**config.mk**
```make
export PLATFORM = sky130hd
export DESIGN_NAME = uart_rx_timing_ctrl
export DESIGN_NICKNAME = d
export VERILOG_FILES = /design/src/rtl/uart_rx_timing_ctrl.sv
export SDC_FILE = /design/constraint.sdc
export NUM_CORES = 1
export LEC_CHECK = 0
export ABC_AREA = 1
export CAP_MARGIN = 25
export CELL_PAD_IN_SITES_DETAIL_PLACEMENT = 1
export CELL_PAD_IN_SITES_GLOBAL_PLACEMENT = 2
export CORE_AREA = 3 3 121 94
export CTS_CLUSTER_SIZE = 28
export DETAILED_ROUTE_END_ITERATION = 7
export DIE_AREA = 0 0 124 97
export DONT_BUFFER_PORTS = 1
export PLACE_DENSITY = 0.8
export SYNTH_ARGS = -nofsm -noshare
export SYNTH_HDL_FRONTEND = slang
export SYNTH_SLANG_ARGS = --single-unit
```
**constraint.sdc**
```tcl
create_clock -name i_clk -period 2.06 [get_ports i_clk]
set_input_delay 0.412 -clock i_clk [delete_from_list [all_inputs] [get_ports i_clk]]
set_output_delay 0.412 -clock i_clk [all_outputs]
set_load 0.01 [all_outputs]
```
**src/rtl/uart_rx_timing_ctrl.sv**
```systemverilog
// ============================================================================
// Module      : uart_rx_timing_ctrl
// Description : UART RX oversample tick generator, bit strobe / mid-bit
//               pulse decoder, start-bit validator and saturating statistics.
// Revision    : 1.0 - initial release
// ============================================================================
`default_nettype none

module uart_rx_timing_ctrl #(
   parameter int OVERSAMPLE = 16,
   parameter int DIV_WIDTH  = 16,
   parameter int STAT_WIDTH = 8
) (
   input  logic                  i_clk,
   input  logic                  i_rst_n,
   input  logic [DIV_WIDTH-1:0]  i_div,
   input  logic                  i_prescaler_en,
   input  logic                  i_rx,
   input  logic                  i_parity_error,
   input  logic                  i_stop_bit_error,
   input  logic                  i_fifo_write_en,
   input  logic                  i_stat_clr,
   output logic                  o_strobe,
   output logic                  o_half,
   output logic                  o_rx_restart,
   output logic                  o_false_start,
   output logic [STAT_WIDTH-1:0] o_frame_cnt,
   output logic [STAT_WIDTH-1:0] o_parity_err_cnt,
   output logic [STAT_WIDTH-1:0] o_stop_err_cnt,
   output logic [STAT_WIDTH-1:0] o_false_start_cnt
);

   localparam int                c_OS_W    = $clog2(OVERSAMPLE);
   localparam logic [c_OS_W-1:0] c_OS_HALF = c_OS_W'(OVERSAMPLE / 2 - 1);
   localparam logic [c_OS_W-1:0] c_OS_LAST = c_OS_W'(OVERSAMPLE - 1);

   typedef enum logic [1:0] {
      S_IDLE      = 2'd0,
      S_START_CHK = 2'd1,
      S_RUN       = 2'd2,
      S_HOLDOFF   = 2'd3
   } state_t;

   state_t                r_state;
   state_t                w_state_nxt;
   logic [DIV_WIDTH-1:0]  r_div_q;
   logic [DIV_WIDTH-1:0]  r_div_cnt;
   logic [c_OS_W-1:0]     r_os_cnt;
   logic                  w_counting;
   logic                  w_tick;
   logic                  w_half;
   logic                  w_strobe;
   logic                  w_false_start;
   logic [3:0]            w_stat_evt;

   assign w_counting = ((r_state == S_START_CHK) || (r_state == S_RUN)) && i_prescaler_en;
   assign w_tick     = (r_div_cnt == r_div_q);

   always_ff @(posedge i_clk) begin
      if (!i_rst_n) begin
         r_state <= S_IDLE;
      end else begin
         r_state <= w_state_nxt;
      end
   end

   // The divider setting is captured only on leaving IDLE so a frame keeps its rate.
   always_ff @(posedge i_clk) begin
      if (!i_rst_n) begin
         r_div_q   <= '0;
         r_div_cnt <= '0;
         r_os_cnt  <= '0;
      end else begin
         if ((r_state == S_IDLE) && i_prescaler_en) begin
            r_div_q <= i_div;
         end
         if (w_counting) begin
            if (w_tick) begin
               r_div_cnt <= '0;
               r_os_cnt  <= (r_os_cnt == c_OS_LAST) ? '0 : r_os_cnt + 1'b1;
            end else begin
               r_div_cnt <= r_div_cnt + 1'b1;
            end
         end else begin
            r_div_cnt <= '0;
            r_os_cnt  <= '0;
         end
      end
   end

   always_comb begin
      w_state_nxt   = r_state;
      w_half        = 1'b0;
      w_strobe      = 1'b0;
      w_false_start = 1'b0;
      case (r_state)
         S_IDLE: begin
            if (i_prescaler_en) w_state_nxt = S_START_CHK;
         end
         S_START_CHK: begin
            if (!i_prescaler_en) begin
               w_state_nxt = S_IDLE;
            end else if (w_tick && (r_os_cnt == c_OS_HALF)) begin
               if (i_rx) begin
                  w_false_start = 1'b1;
                  w_state_nxt   = S_HOLDOFF;
               end else begin
                  w_half      = 1'b1;
                  w_state_nxt = S_RUN;
               end
            end
         end
         S_RUN: begin
            if (!i_prescaler_en) begin
               w_state_nxt = S_IDLE;
            end else begin
               w_half   = w_tick && (r_os_cnt == c_OS_HALF);
               w_strobe = w_tick && (r_os_cnt == c_OS_LAST);
            end
         end
         S_HOLDOFF: begin
            if (!i_prescaler_en) w_state_nxt = S_IDLE;
         end
         default: w_state_nxt = S_IDLE;
      endcase
   end

   // Pulses are masked during reset so an aborted frame emits nothing.
   assign o_half        = w_half        & i_rst_n;
   assign o_strobe      = w_strobe      & i_rst_n;
   assign o_false_start = w_false_start & i_rst_n;
   assign o_rx_restart  = w_false_start & i_rst_n;

   assign w_stat_evt = {w_false_start, i_stop_bit_error, i_parity_error, i_fifo_write_en};

   generate
      for (genvar gi = 0; gi < 4; gi++) begin : g_stat
         logic [STAT_WIDTH-1:0] r_cnt;
         always_ff @(posedge i_clk) begin
            if (!i_rst_n || i_stat_clr) begin
               r_cnt <= '0;
            end else if (w_stat_evt[gi] && !(&r_cnt)) begin
               r_cnt <= r_cnt + 1'b1;
            end
         end
      end
   endgenerate

   assign o_frame_cnt       = g_stat[0].r_cnt;
   assign o_parity_err_cnt  = g_stat[1].r_cnt;
   assign o_stop_err_cnt    = g_stat[2].r_cnt;
   assign o_false_start_cnt = g_stat[3].r_cnt;

endmodule

`default_nettype wire
```
# After elaboration in Yosys (flattened, before gate mapping)
# Cells that the tools add are included.
# totals
word_cells	70
ff_bits	70
output_inout_bits	36
input_bits	24
# op_classes
n_eq_ne	9
add_sub_neg	6
n_reduce_logical	24
n_bitwise	5
muxes	18
# ops
cell	count
adder 8 x 1 -> 8 bit (second input constant)	4
AND reduction 8 bit	4
adder 16 x 1 -> 16 bit (second input constant)	1
equality test 16 bit	1
2-to-1 mux 1 bit	11
logical AND 1 bit	8
2-to-1 mux 2 bit	4
case mux 2 bit (3 select lines)	1
logical NOT 1 bit	5
adder 4 x 1 -> 4 bit (second input constant)	1
equality test 2 bit (second input constant)	2
equality test 4 x 3 -> 1 bit (second input constant)	1
equality test 4 bit (second input constant)	1
2-to-1 mux 4 bit	1
inequality test 2 bit (second input constant)	2
bitwise AND 1 bit	3
inequality test 3 x 2 -> 1 bit (second input constant)	1
AND reduction 3 bit	1
OR reduction 3 bit	1
equality test 2 x 1 -> 1 bit (second input constant)	1
logical NOT 2 bit	1
logical OR 1 bit	2
inverter 1 bit	2
case mux 1 bit (2 select lines)	1
other kinds (2)	2

# Depth between registers and ports, before layout
# Gate-level depths: netlist of the first run.
# logic_depth
ltp_word	6
mapped_depth	12

# Least setup slack after synthesis of the first run
# OpenSTA, ideal clock, no wires.
# synth_path
path_type	flip-flop to output port
from	reg r_div_cnt[7]
to	out o_rx_restart
t_arrival_ns	1.367
path_stages_with_launch	10
path_buffers	1
path_slack_ns	0.281
required_time_ns	1.648
path_cell_list	dfxtp_1 > inv_2 > nand2_1 > nand2_1 > nor2_2 > nand2_2 > nor2_4 > nand4_1 > nor2_1 > buf_4
# synth_between
elab_chain_len	6
# synth_rtl
element	line	source
from (decl)	47	logic [DIV_WIDTH-1:0] r_div_cnt;
from (signal assigned)	82	r_div_cnt <= r_div_cnt + 1'b1;
equality test 16 bit	57	assign w_tick = (r_div_cnt == r_div_q);
logical AND 1 bit	103	end else if (w_tick && (r_os_cnt == c_OS_HALF)) begin
2-to-1 mux 1 bit	103	
2-to-1 mux 1 bit	101	if (!i_prescaler_en) begin
2-to-1 mux 1 bit	96	case (r_state)
bitwise AND 1 bit	-	
to (decl)	25	output logic o_rx_restart,
# No other way between the ends.

# Worst setup path after layout of the first run
# layout_path
from	reg r_div_cnt[7]
to	out o_false_start
# layout_between
elab_chain_len	6
# layout_rtl
element	line	source
equality test 16 bit	57	
logical AND 1 bit	103	
2-to-1 mux 1 bit	103	
2-to-1 mux 1 bit	101	
2-to-1 mux 1 bit	96	
bitwise AND 1 bit	131	assign o_false_start = w_false_start & i_rst_n;
to (decl)	26	output logic o_false_start,
# No other way between the ends.

==> results of run 1 <==
per-stage QoR:
stage	instances	total power (µW)	utilization [%]	hold WS [ns]
final	705	3860	43.3	0.214
after global placement	672	2260	37.8	0.455
after detailed placement	672	2280	37.8	0.465
after CTS	699	3810	41.9	0.205
after global routing	705	4110	43.3	0.211
after floorplan	523	2090	-	0.441
logic make-up after synthesis:
logic type | after synthesis | synth area share (%)
AO/OA/AOI/OAI | 89 | 12.8
AND/OR/NAND/NOR | 248 | 32.2
XOR/XNOR | 7 | 1.71
flip-flops | 70 | 39.1
buffers and inverters | 99 | 10.6
adder cells (fa/ha/maj) | 10 | 3.50
worst min path at each step:
stage	slack, ns	from	to	cells after the start
6_report	0.21	i_rst_n	r_div_q[7]	2
5_1_grt	0.21	i_rst_n	r_div_q[7]	2
4_1_cts	0.21	i_rst_n	r_div_q[8]	2
3_5_place_dp	0.47	r_div_q[8]	r_div_q[8]	2
3_3_place_gp	0.46	r_div_q[8]	r_div_q[8]	2
2_1_floorplan	0.44	r_div_cnt[0]	r_div_cnt[0]	1
placed cells by master, fill, tap and decap left out, drive strengths merged, types with 2 or more instances in the layout:
cell type / count
nand2: 126
inv: 88
dfxtp: 70
nor2: 56
o21ai: 42
a21oi: 41
buf: 40
nand3: 19
nor3: 16
nand4: 15
clkbuf: 14
ha: 10
nor4: 7
nor3b: 6
xor2: 4
o21bai: 3
xnor2: 3
clkinv: 3
or2: 2
a211oi: 2
critical path, delay by kind of cell (launching register included):
| family | cells | cell delay (ns) |
|---|---|---|
| buf+inv | 2 | 0.18 |
| flops | 1 | 0.36 |
| simple gates | 7 | 0.80 |
registers in the layout (all words and copies together), names as in the netlist:
name / cells
r_state: 2
o_stop_err_cnt: 8
o_parity_err_cnt: 8
r_os_cnt: 4
o_false_start_cnt: 8
r_div_cnt: 16
r_div_q: 16
o_frame_cnt: 8
layer usage:
layer	part of all wire (%)	wire length, µm
met2	45	4530
met5	0	0
met3	5.4	542
met4	1.3	130
met1	48	4800
where the power goes:
group	internal (µW)	leakage (µW)	switching, µW
sequential	1470	0.000580	78.3
combinational	328	0.00106	541
clock	873	0.000133	560
total	2680	0.00177	1180
timing repair:
action	in CTS	in global routing
pin swaps	13	16
hold endpoints to repair	0	0
gates resized for setup	31	43
setup endpoints to repair	4	12
buffers inserted	12	6
area by class of cell:
class                      instances  share of cell area, %
clock inverter                     1                  0.113
timing repair buffer              40                   6.85
sequential                        70                   32.5
clock buffer                      14                   5.95
multi-input combinational        354                   43.2
tap                              136                   3.83
inverter                          90                   7.64
==> flow_metrics.env, run 1 <==
export IMPL_status="finished, violations left"
export IMPL_violations="setup timing"
export IMPL_met1_usage_pct=23.5
export IMPL_yosysWarnings=0
export IMPL_avgViaCountPerCell=4.85
export IMPL_first_global_vias=3493
export IMPL_place_congestion=0.786
export IMPL_syn_num_nets=557
export IMPL_synth_seq_area_share_pct=39.1
export IMPL_clockBufferDepth=2
export IMPL_hp_class="in -> reg"
export IMPL_fin_ws_ns=-0.0334
export IMPL_grt_setup_unrepaired="yes"
export IMPL_wl_per_cell_um=14.2
export IMPL_grt_use_met2_pct=26.6
export IMPL_grt_usage_pct=17.3
export IMPL_syn_area_um2=3580
export IMPL_synth_area_top_cells="dfxtp_1, nand2_1, inv_1, a21oi_1, o21ai_0"
export IMPL_cts_tree="built"
export IMPL_drv_cap=0
export IMPL_async_flop_share_pct=0
export IMPL_antenna_left=0
export IMPL_worst_path_max_delay_cell="dfxtp_4"
export IMPL_multi_input_area_um2=1920
export IMPL_antenna_found_initial=0
export IMPL_finalHoldViolCount=0
export IMPL_synth_top_area_share_pct=39.1
export IMPL_slew_violations=0
export IMPL_critPathCapture="o_false_start"
export IMPL_cp_startpoint="r_div_cnt[7]"
export IMPL_clock_sinks=70
export IMPL_rr_startpoint="r_div_cnt[7]"
export IMPL_path_cells="inv_2, nand2_2, nand2_2, nor2_4, nand2_2, nor2_4, nand4_1, nor2_2, buf_6"
export IMPL_grt_busiest_layer="met2"
export IMPL_seqCellArea_um2=1440
export IMPL_pre_cts_ws_ns=0.0768
export IMPL_arrival_ns=1.68
export IMPL_maxSlewHeadroom_pct=68.4
export IMPL_grt_max_degree=22
export IMPL_grt_ovfl_total=0
export IMPL_hpwl_mm=7.27
export IMPL_ioPinCount=60
export IMPL_r2r_cells=15
export IMPL_setup_worst_path_end_class="output pin"
export IMPL_cp_common_cell="nand2_2"
export IMPL_yosys_area_top_type="dfxtp_1"
export IMPL_insertion_delay_ns=0.33
export IMPL_worstReg2RegEnd="o_false_start_cnt[6]"
export IMPL_drt_wl_total_mm=10.0
export IMPL_route_detailed_drc=0
export IMPL_syn_area_per_cell_um2=6.84
export IMPL_place_area_um2=3870
export IMPL_finalCriticalPeriod_ns=2.09
export IMPL_grt_use_met3_pct=5.79
export IMPL_nNetsFinal=599
export IMPL_cpPeakStageDelay_ns=0.36
export IMPL_skew_ns=0.00585
export IMPL_die_area_um2=12000
export IMPL_htree_levels=3
export IMPL_criticalPathCategory="reg -> out"
export IMPL_cts_hold_buf=0
export IMPL_rows=32
export IMPL_rrSetupSlack_ns=0.05
export IMPL_die_w_um=124
export IMPL_fillCellCount=1346
export IMPL_final_layout_size_suffix_gt1_share_pct=23.7
export IMPL_start_util_pct=34.9
export IMPL_synth_most_common_cell="nand2_1"
export IMPL_yosys_register_bits=70
export IMPL_synth_cells=523
export IMPL_design_area_um2=4440
export IMPL_synth_edff_count=0
export IMPL_period_share_pct=102
export IMPL_fmax_mhz=478
export IMPL_coreArea_um2=10200
export IMPL_cts_root_buf="clkbuf_16"
export IMPL_die_y_um=97
export IMPL_area_growth_pct=24.0
export IMPL_leakage_uw=0.00177
export IMPL_grt_pass1_wl_mm=16.9
export IMPL_drt_iter0_drc=133
export IMPL_ys_flop_type="dfxtp_1"
export IMPL_tightest_slew_ns=0.470
export IMPL_critical_path_max_fanout=4
export IMPL_n_antenna_cell=0
export IMPL_setup_violations_final=3
export IMPL_clk_pin_slew_worst_paths_ns=0.05
export IMPL_dr_pass1_iters=4
export IMPL_vdd_drop_max_mv=0.361
export IMPL_setup_tns_final_ns=-0.0849
export IMPL_cts_buffers=9
export IMPL_synth_cell_type_count=33
export IMPL_start_kind="flop"
export IMPL_cp_required_ns=1.65
export IMPL_cellPowerDensity_nw_per_um2=869
export IMPL_vias=3419
export IMPL_numPortBuffers=0
export IMPL_synth_commonest_cells="nand2_1, inv_1, dfxtp_1"
(Power assumes the default switching activity.)
==> run 2: changes to the inputs <==
GPL_TIMING_DRIVEN = 0   (was not set)
SKIP_CTS_REPAIR_TIMING = 1   (was not set)
==> run 2 against run 1 <==
  * The run still ends with setup timing left
  * Non-clock buffer count is 18 lower
  * Clock-buffer cell count is 1 lower
  * Die area stayed put
  * Fmax is 3.5% lower
  * Critical path type unchanged
  * Critical endpoint is now o_half
  * Largest cell class unchanged
==> flow_metrics.env, run 2 (synthesis gave the netlist of run 1 again) <==
export IMPL_status="finished, violations left"
export IMPL_violations="setup timing"
export IMPL_start_util_pct=34.9
export IMPL_setup_worst_path_end_class="output pin"
export IMPL_criticalPathCategory="reg -> out"
export IMPL_skew_ns=0.00660
export IMPL_drt_iter0_drc=123
export IMPL_grt_max_degree=12
export IMPL_period_share_pct=105
export IMPL_coreArea_um2=10200
export IMPL_maxSlewHeadroom_pct=62.2
export IMPL_leakage_uw=0.00171
export IMPL_antenna_left=0
export IMPL_setup_violations_final=2
export IMPL_total_power_uw=4240
export IMPL_critical_path_max_fanout=6
export IMPL_insertion_delay_ns=0.34
export IMPL_wl_per_cell_um=14.5
export IMPL_cts_root_buf="clkbuf_16"
export IMPL_drt_wl_total_mm=9.96
export IMPL_clock_sinks=70
export IMPL_nNetsFinal=581
export IMPL_worstReg2RegEnd="o_frame_cnt[5]"
export IMPL_grt_use_met3_pct=6.31
export IMPL_hp_class="in -> reg"
export IMPL_grt_ovfl_total=0
export IMPL_grt_use_met2_pct=24.8
export IMPL_hpwl_mm=7.30
export IMPL_drv_cap=0
export IMPL_rr_startpoint="o_frame_cnt[1]"
export IMPL_mostFrequentLayoutCell="nand2_1"
export IMPL_first_global_vias=3315
export IMPL_clockBufferDepth=2
export IMPL_die_w_um=124
export IMPL_grt_pass1_wl_mm=16.2
export IMPL_grt_setup_unrepaired="yes"
export IMPL_grt_usage_pct=16.8
export IMPL_vias=3342
export IMPL_fmax_mhz=461
export IMPL_ioPinCount=60
export IMPL_die_area_um2=12000
export IMPL_dr_pass1_iters=4
export IMPL_met1_usage_pct=23.4
export IMPL_place_congestion=0.780
export IMPL_tightest_slew_ns=0.567
export IMPL_finalHoldViolCount=0
export IMPL_clk_pin_slew_worst_paths_ns=0.06
export IMPL_numPortBuffers=0
export IMPL_slew_violations=0
export IMPL_cts_buffers=9
export IMPL_cp_required_ns=1.65
export IMPL_rrSetupSlack_ns=0.18
export IMPL_fin_ws_ns=-0.110
export IMPL_final_core_util_pct=42.5
export IMPL_vdd_drop_max_mv=0.470
export IMPL_grt_busiest_layer="met2"
export IMPL_rows=32
export IMPL_reg_top3="r_div_cnt (16), r_div_q (16)"
export IMPL_avgViaCountPerCell=4.86
export IMPL_finalCriticalPeriod_ns=2.17
export IMPL_arrival_ns=1.76
export IMPL_r2r_cells=10
export IMPL_n_antenna_cell=0
export IMPL_fillCellCount=1321
export IMPL_min_path_cells=2
export IMPL_area_growth_pct=21.7
export IMPL_die_y_um=97
export IMPL_cts_tree="built"
export IMPL_layout_common_cells="nand2_1, inv_1, dfxtp_1"
export IMPL_start_kind="flop"
export IMPL_cellPowerDensity_nw_per_um2=973
export IMPL_hold_path_startpoint="i_div[5]"
export IMPL_route_detailed_drc=0
export IMPL_htree_levels=3
export IMPL_final_layout_size_suffix_gt1_share_pct=18.5
export IMPL_antenna_found_initial=0
export IMPL_hold_path_end="r_div_q[5]"
-- run 2: changes by cell type in the layout (fill, tap and decap cells not counted), moves of 4 or more --
cell,delta
clkbuf_1,+6
nand2_1,+9
buf_4,-25
inv_2,-5
nand2_2,-10
inv_1,+4
-- run 2: area by class of cell --
cell class / instances / area [µm²] / area share (%)
buffer: 9 / 45.0 / 1.03
clock buffer: 13 / 260 / 5.97
clock inverter: 3 / 90.1 / 2.07
inverter: 90 / 344 / 7.90
multi-input combinational: 354 / 1910 / 43.7
sequential: 70 / 1450 / 33.2
tap: 136 / 170 / 3.90
timing repair buffer: 13 / 97.6 / 2.24
-- run 2: report_power, final --
part | leakage (µW) | switching (µW) | internal, µW | total, µW
clock network | 0.000170 | 598 | 1250 | 1850
logic | 0.000962 | 544 | 307 | 850
registers | 0.000581 | 72.6 | 1470 | 1540
total | 0.00171 | 1210 | 3020 | 4240
-- run 2: worst max-delay path, cell delays in order, from the launching register on --
cell      delay, ns
dfxtp_4        0.38
inv_6          0.05
nand2_4        0.05
nand2_2        0.07
nor2_4         0.11
nand2_2        0.08
nor2_4         0.17
buf_4          0.15
nand3_4        0.10
a211oi_4       0.26
-- run 2: per-layer routing --
| layer | up-vias | share of wire (%) | wire (µm) |
|---|---|---|---|
| li1 | 1724 | - | - |
| met1 | 1557 | 49 | 4830 |
| met2 | 52 | 45 | 4440 |
| met3 | 9 | 6.0 | 595 |
| met4 | 0 | 0.87 | 87 |
| met5 | - | 0 | 0 |
-- run 2: through the flow --
step	cells	hold WS, ns	TNS [ns]	cell area [µm²]	setup WS (ns)
2_1_floorplan	523	0.441	0	3580	0.281
3_3_place_gp	659	0.458	-0.00610	3750	-0.00610
3_5_place_dp	659	0.464	-0.0211	3750	-0.0120
4_1_cts	675	0.266	-1.25	4100	-0.385
5_1_grt	688	0.278	-0.737	4360	-0.253
6_report	688	0.269	-0.205	4360	-0.110
-- run 2: worst max-delay path by stage --
stage / start / to
final: r_div_cnt[9] / o_half
after global routing: r_div_cnt[11] / o_rx_restart
after CTS: r_div_cnt[7] / o_half
after detailed placement: r_div_cnt[7] / o_half
after global placement: r_div_cnt[7] / o_rx_restart
after floorplan: r_div_cnt[7] / o_rx_restart
